==> src/rtl/piso_pkg.sv <==
// Shared definitions for the parallel-in/serial-out word serializer.
//   state_e  : serializer FSM encoding
//   GAP_W    : width of the inter-word gap counter (covers GAP_CYCLES up to 15)
//   cnt_w()  : width of the bit counter for a given word width
package piso_pkg;

  typedef enum logic [1:0] {
    ST_IDLE  = 2'd0,
    ST_SHIFT = 2'd1,
    ST_GAP   = 2'd2
  } state_e;

  localparam int unsigned GAP_W = 4;

  function automatic int unsigned cnt_w(input int unsigned width);
    return (width < 2) ? 1 : $clog2(width);
  endfunction

endpackage

==> src/rtl/word_hold_reg.sv <==
// One-entry word buffer with full flag.
//   CLK, RST : clock, synchronous active-high reset
//   load     : capture din and mark full
//   drain    : mark empty (word consumed by the shifter)
//   din      : word to capture
//   full     : buffer holds a word
//   dout     : buffered word
module word_hold_reg #(
  parameter int unsigned WIDTH = 4
) (
  input  logic             CLK,
  input  logic             RST,
  input  logic             load,
  input  logic             drain,
  input  logic [WIDTH-1:0] din,
  output logic             full,
  output logic [WIDTH-1:0] dout
);

  logic             full_q, full_d;
  logic [WIDTH-1:0] data_q, data_d;

  always_comb begin
    full_d = full_q;
    data_d = data_q;
    if (load) begin
      full_d = 1'b1;
      data_d = din;
    end else if (drain) begin
      full_d = 1'b0;
    end
  end

  always_ff @(posedge CLK) begin
    if (RST) begin
      full_q <= 1'b0;
      data_q <= '0;
    end else begin
      full_q <= full_d;
      data_q <= data_d;
    end
  end

  assign full = full_q;
  assign dout = data_q;

endmodule

==> src/rtl/piso_serializer.sv <==
// Word serializer feeding the serial D input of a downstream shift register.
// Words arrive over valid/ready into a one-entry hold buffer and leave MSB-first,
// one bit per clock, with optional idle bit-times between words.
//   CLK, RST    : clock, synchronous active-high reset
//   din         : parallel word, taken when din_valid && din_ready
//   din_valid   : din holds a valid word
//   din_ready   : hold buffer empty (registered, no path from din_valid)
//   sout        : registered serial bit
//   sout_active : sout carries a data bit this cycle
//   word_done   : 1-cycle pulse, downstream register now holds the full word
//   busy        : hold buffer full or FSM not idle
module piso_serializer
  import piso_pkg::*;
#(
  parameter int unsigned WIDTH      = 4,
  parameter int unsigned GAP_CYCLES = 0,
  parameter bit          IDLE_LEVEL = 1'b0
) (
  input  logic             CLK,
  input  logic             RST,
  input  logic [WIDTH-1:0] din,
  input  logic             din_valid,
  output logic             din_ready,
  output logic             sout,
  output logic             sout_active,
  output logic             word_done,
  output logic             busy
);

  localparam int unsigned        CNT_W    = cnt_w(WIDTH);
  localparam logic [CNT_W-1:0]   CNT_LAST = CNT_W'(WIDTH - 1);
  localparam logic [GAP_W-1:0]   GAP_LAST = GAP_W'((GAP_CYCLES > 0) ? GAP_CYCLES - 1 : 0);

  state_e             state_q, state_d;
  logic [WIDTH-1:0]   shifter_q, shifter_d;
  logic [CNT_W-1:0]   cnt_q, cnt_d;
  logic [GAP_W-1:0]   gap_q, gap_d;
  logic               sout_q, sout_d;
  logic               done_q, done_d;

  logic               hold_full;
  logic [WIDTH-1:0]   hold_data;
  logic               accept;
  logic               drain;
  logic               start;

  assign accept = din_valid && !hold_full;

  word_hold_reg #(.WIDTH(WIDTH)) u_hold (
    .CLK   (CLK),
    .RST   (RST),
    .load  (accept),
    .drain (drain),
    .din   (din),
    .full  (hold_full),
    .dout  (hold_data)
  );

  // The shifter keeps only the bits not yet on sout: the MSB goes straight to
  // sout_q at load time, so the last data bit is already out when cnt hits
  // CNT_LAST and that edge is free to start the next word or the gap.
  always_comb begin
    state_d   = state_q;
    shifter_d = shifter_q;
    cnt_d     = cnt_q;
    gap_d     = gap_q;
    sout_d    = IDLE_LEVEL;
    done_d    = 1'b0;
    start     = 1'b0;
    drain     = 1'b0;

    unique case (state_q)
      ST_IDLE: begin
        start = hold_full;
      end
      ST_SHIFT: begin
        if (cnt_q == CNT_LAST) begin
          done_d = 1'b1;
          if (GAP_CYCLES > 0) begin
            state_d = ST_GAP;
            gap_d   = '0;
          end else begin
            start = hold_full;
            if (!hold_full) state_d = ST_IDLE;
          end
        end else begin
          sout_d    = shifter_q[WIDTH-1];
          shifter_d = {shifter_q[WIDTH-2:0], 1'b0};
          cnt_d     = cnt_q + 1'b1;
        end
      end
      ST_GAP: begin
        if (gap_q == GAP_LAST) begin
          start = hold_full;
          if (!hold_full) state_d = ST_IDLE;
        end else begin
          gap_d = gap_q + 1'b1;
        end
      end
      default: begin
        state_d = ST_IDLE;
      end
    endcase

    if (start) begin
      drain     = 1'b1;
      state_d   = ST_SHIFT;
      sout_d    = hold_data[WIDTH-1];
      shifter_d = {hold_data[WIDTH-2:0], 1'b0};
      cnt_d     = '0;
    end
  end

  always_ff @(posedge CLK) begin
    if (RST) begin
      state_q   <= ST_IDLE;
      shifter_q <= '0;
      cnt_q     <= '0;
      gap_q     <= '0;
      sout_q    <= IDLE_LEVEL;
      done_q    <= 1'b0;
    end else begin
      state_q   <= state_d;
      shifter_q <= shifter_d;
      cnt_q     <= cnt_d;
      gap_q     <= gap_d;
      sout_q    <= sout_d;
      done_q    <= done_d;
    end
  end

  assign din_ready   = !hold_full;
  assign sout        = sout_q;
  assign sout_active = (state_q == ST_SHIFT);
  assign word_done   = done_q;
  assign busy        = hold_full || (state_q != ST_IDLE);

endmodule

==> config.mk <==
export PLATFORM = sky130hd
export DESIGN_NAME = piso_serializer
export DESIGN_NICKNAME = d
export VERILOG_FILES = /design/src/rtl/piso_pkg.sv /design/src/rtl/word_hold_reg.sv /design/src/rtl/piso_serializer.sv
export SDC_FILE = /design/constraint.sdc
export NUM_CORES = 1
export LEC_CHECK = 0
export BUFFER_PORTS_ARGS = -buffer_cell sky130_fd_sc_hd__buf_2
export CORE_AREA = 2 2 39 41
export DETAILED_ROUTE_END_ITERATION = 12
export DIE_AREA = 0 0 41 43
export GPL_TIMING_DRIVEN = 0
export PLACE_DENSITY = 0.73
export SETUP_SLACK_MARGIN = 0.02
export SYNTH_ARGS = -nofsm -noshare
export SYNTH_HDL_FRONTEND = slang
export SYNTH_HIERARCHICAL = 1
export SYNTH_SLANG_ARGS = --single-unit
==> constraint.sdc <==
create_clock -name CLK -period 1 [get_ports CLK]
set_input_delay 0.05 -clock CLK [delete_from_list [all_inputs] [get_ports CLK]]
set_output_delay 0.05 -clock CLK [all_outputs]
set_load 0.02 [all_outputs]
-- Word level (Yosys, flattened, before mapping)
Cells that the tools add are included.
- output and inout bits: 5
- input bits: 7
- logic and storage cells: 57
- flip-flop bits (word level): 18
- eq/ne operators: 9
- bitwise operators: 4
- mux-type cells: 18
- reduce and logical (&&, ||, !) cells: 15
- $add $sub $neg: 2
- operators by type and width (operator ; number):
    two-way mux 4 bit ; 3
    two-way mux 1 bit ; 10
    two-way mux 2 bit ; 3
    inequality test 2 bit, second input constant ; 3
    case mux 2 bit (3 select lines) ; 1
    AND reduction 2 bit ; 3
    AND reduction 3 bit ; 2
    nonzero test 2 bit ; 3
    adder 4 x 1 -> 4 bit, second input constant ; 1
    == test 2 bit, second input constant ; 2
    logical NOT 4 bit ; 1
    inverter 1 bit ; 4
    OR reduction 2 bit ; 2
    inequality test 3 x 1 -> 1 bit, second input constant ; 1
    inequality test 3 bit, second input constant ; 1
    case mux 1 bit (3 select lines) ; 1
    adder 2 x 1 -> 2 bit, second input constant ; 1
    == test 2 x 1 -> 1 bit, second input constant ; 1
    logical NOT 2 bit ; 1
    inequality test 2 x 1 -> 1 bit, second input constant ; 1
    logical AND 1 bit ; 1
    logical NOT 1 bit ; 1
    logical OR 1 bit ; 1

-- Longest topological paths before layout
- depth after elaboration: 6
- gate-level depth with buffers: 5
- mapped depth without buffers: 5

-- Hierarchy
The synthesis kept the hierarchy.
- modules (own cells, without submodules) (module ; cells each ; area each (um^2) ; instances):
    piso_serializer ; 39 ; 346.6 ; 1
    word_hold_reg ; 17 ; 181.4 ; 1

-- Worst setup path before layout
OpenSTA, ideal clock, no wires.
- path kind: register to register
- start point: register cnt_q[0]
- end point: register u_hold.full_q (netlist: u_hold/full)
- setup time: 0.070 ns
- buffers on the path: 0
- arrival: 1.067 ns
- cell stages (with the launch flop): 6
- period minus slack after synthesis: 1.137 ns
- slack: -0.137 ns
- cell sequence: dfxtp_1 > ha_1 > and2b_4 > nor2_1 > nand2b_1 > a21oi_1
- cells in the longest elaborated chain, start to end: 5
- ends and longest elaborated chain (item ; line ; source):
    start: declaration ; piso_serializer.sv:36 ; logic [CNT_W-1:0] cnt_q, cnt_d;
    start signal: assignment ; piso_serializer.sv:125 ; cnt_q <= cnt_d;
    == test 2 bit ; piso_serializer.sv:77 ; if (cnt_q == CNT_LAST) begin
    two-way mux 1 bit ; piso_serializer.sv:77 ;
    case mux 1 bit (3 select lines) ; piso_serializer.sv:72 ; unique case (state_q)
    two-way mux 1 bit ; piso_serializer.sv:105 ; if (start) begin
    named net drain ; piso_serializer.sv:44 ; logic drain;
    nonzero test 2 bit (no line) ; - ;
    end signal: assignment ; word_hold_reg.sv:39 ; full_q <= full_d;
    end: declaration ; word_hold_reg.sv:20 ; logic full_q, full_d;
The timed path passes the listed nets, and every way through them passes these cells.
A chain may end at the register's enable or synchronous reset.

-- Worst setup path after layout
Ends and elaborated chain as after synthesis.

==> impl_summary.log <==
[metrics] initial core utilization: 38.2%
[metrics] layout cell share with drive strength beyond 1: 54.3%
[metrics] post-detail-place hpwl: 637 um
[metrics] tightest slew margin relative to the limit: 89.4%
[metrics] yosys warns: 6
[metrics] unrepaired setup endpoints after global routing: yes
[metrics] maximum fanout along the worst path: 6
[metrics] violations in the final reports: negative setup slack
[metrics] number of vias in the routed layout: 468
[metrics] Max rail drop VDD: 767 uV
[metrics] standard-cell rows: 14
[metrics] H-tree levels: 1
[metrics] combinational cell fraction of total power: 24.9%
[metrics] area of the core region: 1380 um2
[metrics] count of non-filler cells in the finished layout: 97
[metrics] Setup violations, final: 9
[metrics] Top delay family on crit path: simple AND/OR/NAND/NOR gates
[metrics] fraction of power spent switching nets: 26.7%
[metrics] number of buffers added by the clock tree synthesis step: 3
[metrics] global-route usage over all layers: 15.0%
[metrics] final worst path period share: 114%
[metrics] static power due to leakage: 0.343 nW
[metrics] status: finished, violations left
[metrics] endpoint arrival time on the critical path: 1.34 ns
[metrics] largest net degree at the start of global routing: 9
[metrics] cell-internal power: 0.869 mW
[metrics] commonest non-fill, non-tap cell in the layout: buf_6
[metrics] post-detailed-route via-to-cell ratio: 4.82
[metrics] clock insertion delay at the later pin of the skew report: 0.27 ns
[metrics] sort of element at the end of the critical path: register
[metrics] Die X: 41 um
[metrics] die height: 43 um
[metrics] number of nets with antenna violations after routing: 0
[metrics] footprint of the flip-flops and latches: 270 um2
[metrics] via count of the first global-routing pass: 417
[metrics] number of distinct library cells after synthesis: 19
[metrics] filler cell count in the final layout: 110
[metrics] actual transition at the worst max-transition pin: 0.156 ns
[metrics] Slew Viols, Final: 0
[metrics] First-pass DRT Iterations: 4
[metrics] count of routing violations after the opening detailed-route iteration: 9
[metrics] Gate Count Post-Synth: 56
[metrics] post-route DRC violation count: 0
[metrics] Net Sw Power: 0.317 mW
[metrics] commonest cells after routing, fill and taps aside: buf_6 (10), buf_2 (9), dfxtp_1 (9)
[metrics] CP max stage cell: dfxtp_2
[metrics] total power after layout: 1.19 mW
[metrics] CTS clk-pin slew, worst paths: 0.08 ns
[metrics] IO Pins: 12
[metrics] net count of the mapped netlist: 64
[metrics] share of total power in the clock network: 26.6%
[metrics] minimum period implied by the final worst setup slack: 1.14 ns
[metrics] critical path, cell by cell: ha_4, and2b_4, nor2_1, nand2b_4, a21oi_2
[metrics] post-placement worst setup slack: -0.160 ns
[metrics] Worst Setup Start Kind: register
[metrics] class of the tightest hold or removal check: in -> reg
[metrics] critical path type: reg -> reg
[metrics] Mapped Area: 528 um2
[metrics] hold violation total from the final report: 0
[metrics] CTS Sinks: 13
[metrics] post-synthesis to final-layout area growth: 54.5%
[metrics] buffer cell driving the clock tree root: clkbuf_4
[metrics] die footprint: 1760 um2
[metrics] #FFs+latches synth: 13
[metrics] total global routing overflow: 0
[metrics] Clock Tree Buf Depth: 2
[metrics] placement-stage cell area: 606 um2
[metrics] Clock Skews: 0.00264 ns
[metrics] clock tree from TritonCTS: built
[metrics] post-synthesis sequential area ratio: 49.3%
[metrics] sequential share of power: 48.4%
[metrics] WP buf/inv: 0
[metrics] final setup margin: -0.138 ns
[metrics] maximum capacitance violations: 0
[metrics] Layout Cell Area excl Fill: 816 um2
[metrics] power density over the cells: 1450 nW/um2
[metrics] mean instance size in the synthesized netlist: 9.43 um2
[metrics] wire length of the first global-routing pass: 1720 um
[metrics] diode insertion count for antenna repair: 0
[metrics] routed wire length per instance: 11.8 um
[metrics] max incr delay on CP: 0.34 ns
[metrics] max frequency: 878 MHz
[metrics] Nets: 90
[metrics] number of placed instances with taps included: 83
[metrics] initial antenna violation count: 0
[metrics] buffers added on ports: 11
[metrics] RePlAce Congestion: 0.703
[metrics] area of the multi-input gates: 284 um2
[metrics] drt total wl: 1140 um
[metrics] Data required, critical path: 1.20 ns
## layout make-up
| type | instances | area share [%] |
|---|---|---|
| tap | 16 | 2.45 |
| timing repair buffer | 21 | 21.2 |
| sequential | 13 | 33.1 |
| inverter | 2 | 1.84 |
| buffer | 3 | 3.37 |
| clock buffer | 4 | 3.22 |
| multi-input combinational | 38 | 34.8 |
## cell families (layout without fill, tap and decap cells)
family                   Yosys count  in the layout  synth area share [%]
AND/OR/NAND/NOR                   23             23                  20.9
flip-flops                        13             13                  49.3
buffers and inverters              5             30                  5.21
adder cells (fa/ha/maj)            1              1                  2.37
AO/OA/AOI/OAI                      9              9                  12.8
multiplexers                       5              5                  9.48
## final timing paths
path | startpoint | end | slack (ns) | depth (start not counted)
worst max register to register | cnt_q[0] | u_hold/full | -0.14 | 5
worst min-delay path | din[1] | u_hold/dout[1] | 0.02 | 3
worst min register to register | shifter_q[3] | sout | 0.48 | 2
worst max-delay path | cnt_q[0] | u_hold/full | -0.14 | 5
## synthesized netlist by cell type (all sizes together)
library cell / count / area (um2)
mux2i: 5 / 50.1
nand2: 5 / 18.8
nand2b: 3 / 18.8
a211oi: 2 / 25.0
nor3: 1 / 5.00
and2b: 1 / 10.0
ha: 1 / 12.5
dfxtp: 13 / 260
nor2: 8 / 30.0
buf: 2 / 16.3
or2: 1 / 6.26
clkbuf: 1 / 3.75
nor2b: 1 / 6.26
a21oi: 7 / 42.5
nand3: 3 / 15.0
inv: 2 / 7.50
## per-layer routing
layer  track usage, %  up-vias  wire length, um
li1                 -      239                -
met4             10.0        0                0
met3             4.71        0               62
met5                0        -                0
met1             16.9      214              481
met2             22.8       15              598
## sequential cells by signal, summed over array words and instances, names as in the netlist
| name | count |
|---|---|
| word_done | 1 |
| state_q | 1 |
| sout | 1 |
| u_hold/dout | 4 |
| u_hold/full | 1 |
| shifter_q | 3 |
| cnt_q | 2 |
## repair_timing
item                                    in CTS  in global routing
resized for setup                            9                 22
pin swaps                                    1                  3
hold buffers                                 2                  0
setup buffers                                4                  4
endpoints found under the hold margin        4                  0
endpoints found under the setup margin      14                 15
cloned                                       0                  0
## power groups by stage
stage / clock network (mW) / logic, mW / registers (mW)
after floorplan: 0 / 0.126 / 0.584
after global placement: 0 / 0.166 / 0.588
after detailed placement: 0 / 0.168 / 0.589
after CTS: 0.342 / 0.209 / 0.575
after global routing: 0.355 / 0.317 / 0.579
final: 0.316 / 0.296 / 0.575
## tightest hold or removal path: cells and delay by family
family / cells / cell delay, ns
mux: 1 / 0.05
buf+inv: 1 / 0.08
simple gates: 1 / 0.07
## through the flow
| stage | utilization (%) | hold WS (ns) | TNS, ns |
|---|---|---|---|
| after floorplan | - | 0.119 | -0.117 |
| after global placement | 43.8 | 0.291 | -0.571 |
| after detailed placement | 43.8 | 0.294 | -0.732 |
| after CTS | 51.3 | 0.00619 | -0.811 |
| after global routing | 59.0 | 0.0424 | -1.17 |
| final | 59.0 | 0.0207 | -0.815 |
No activity file was read; power rests on OpenSTA's default activity.
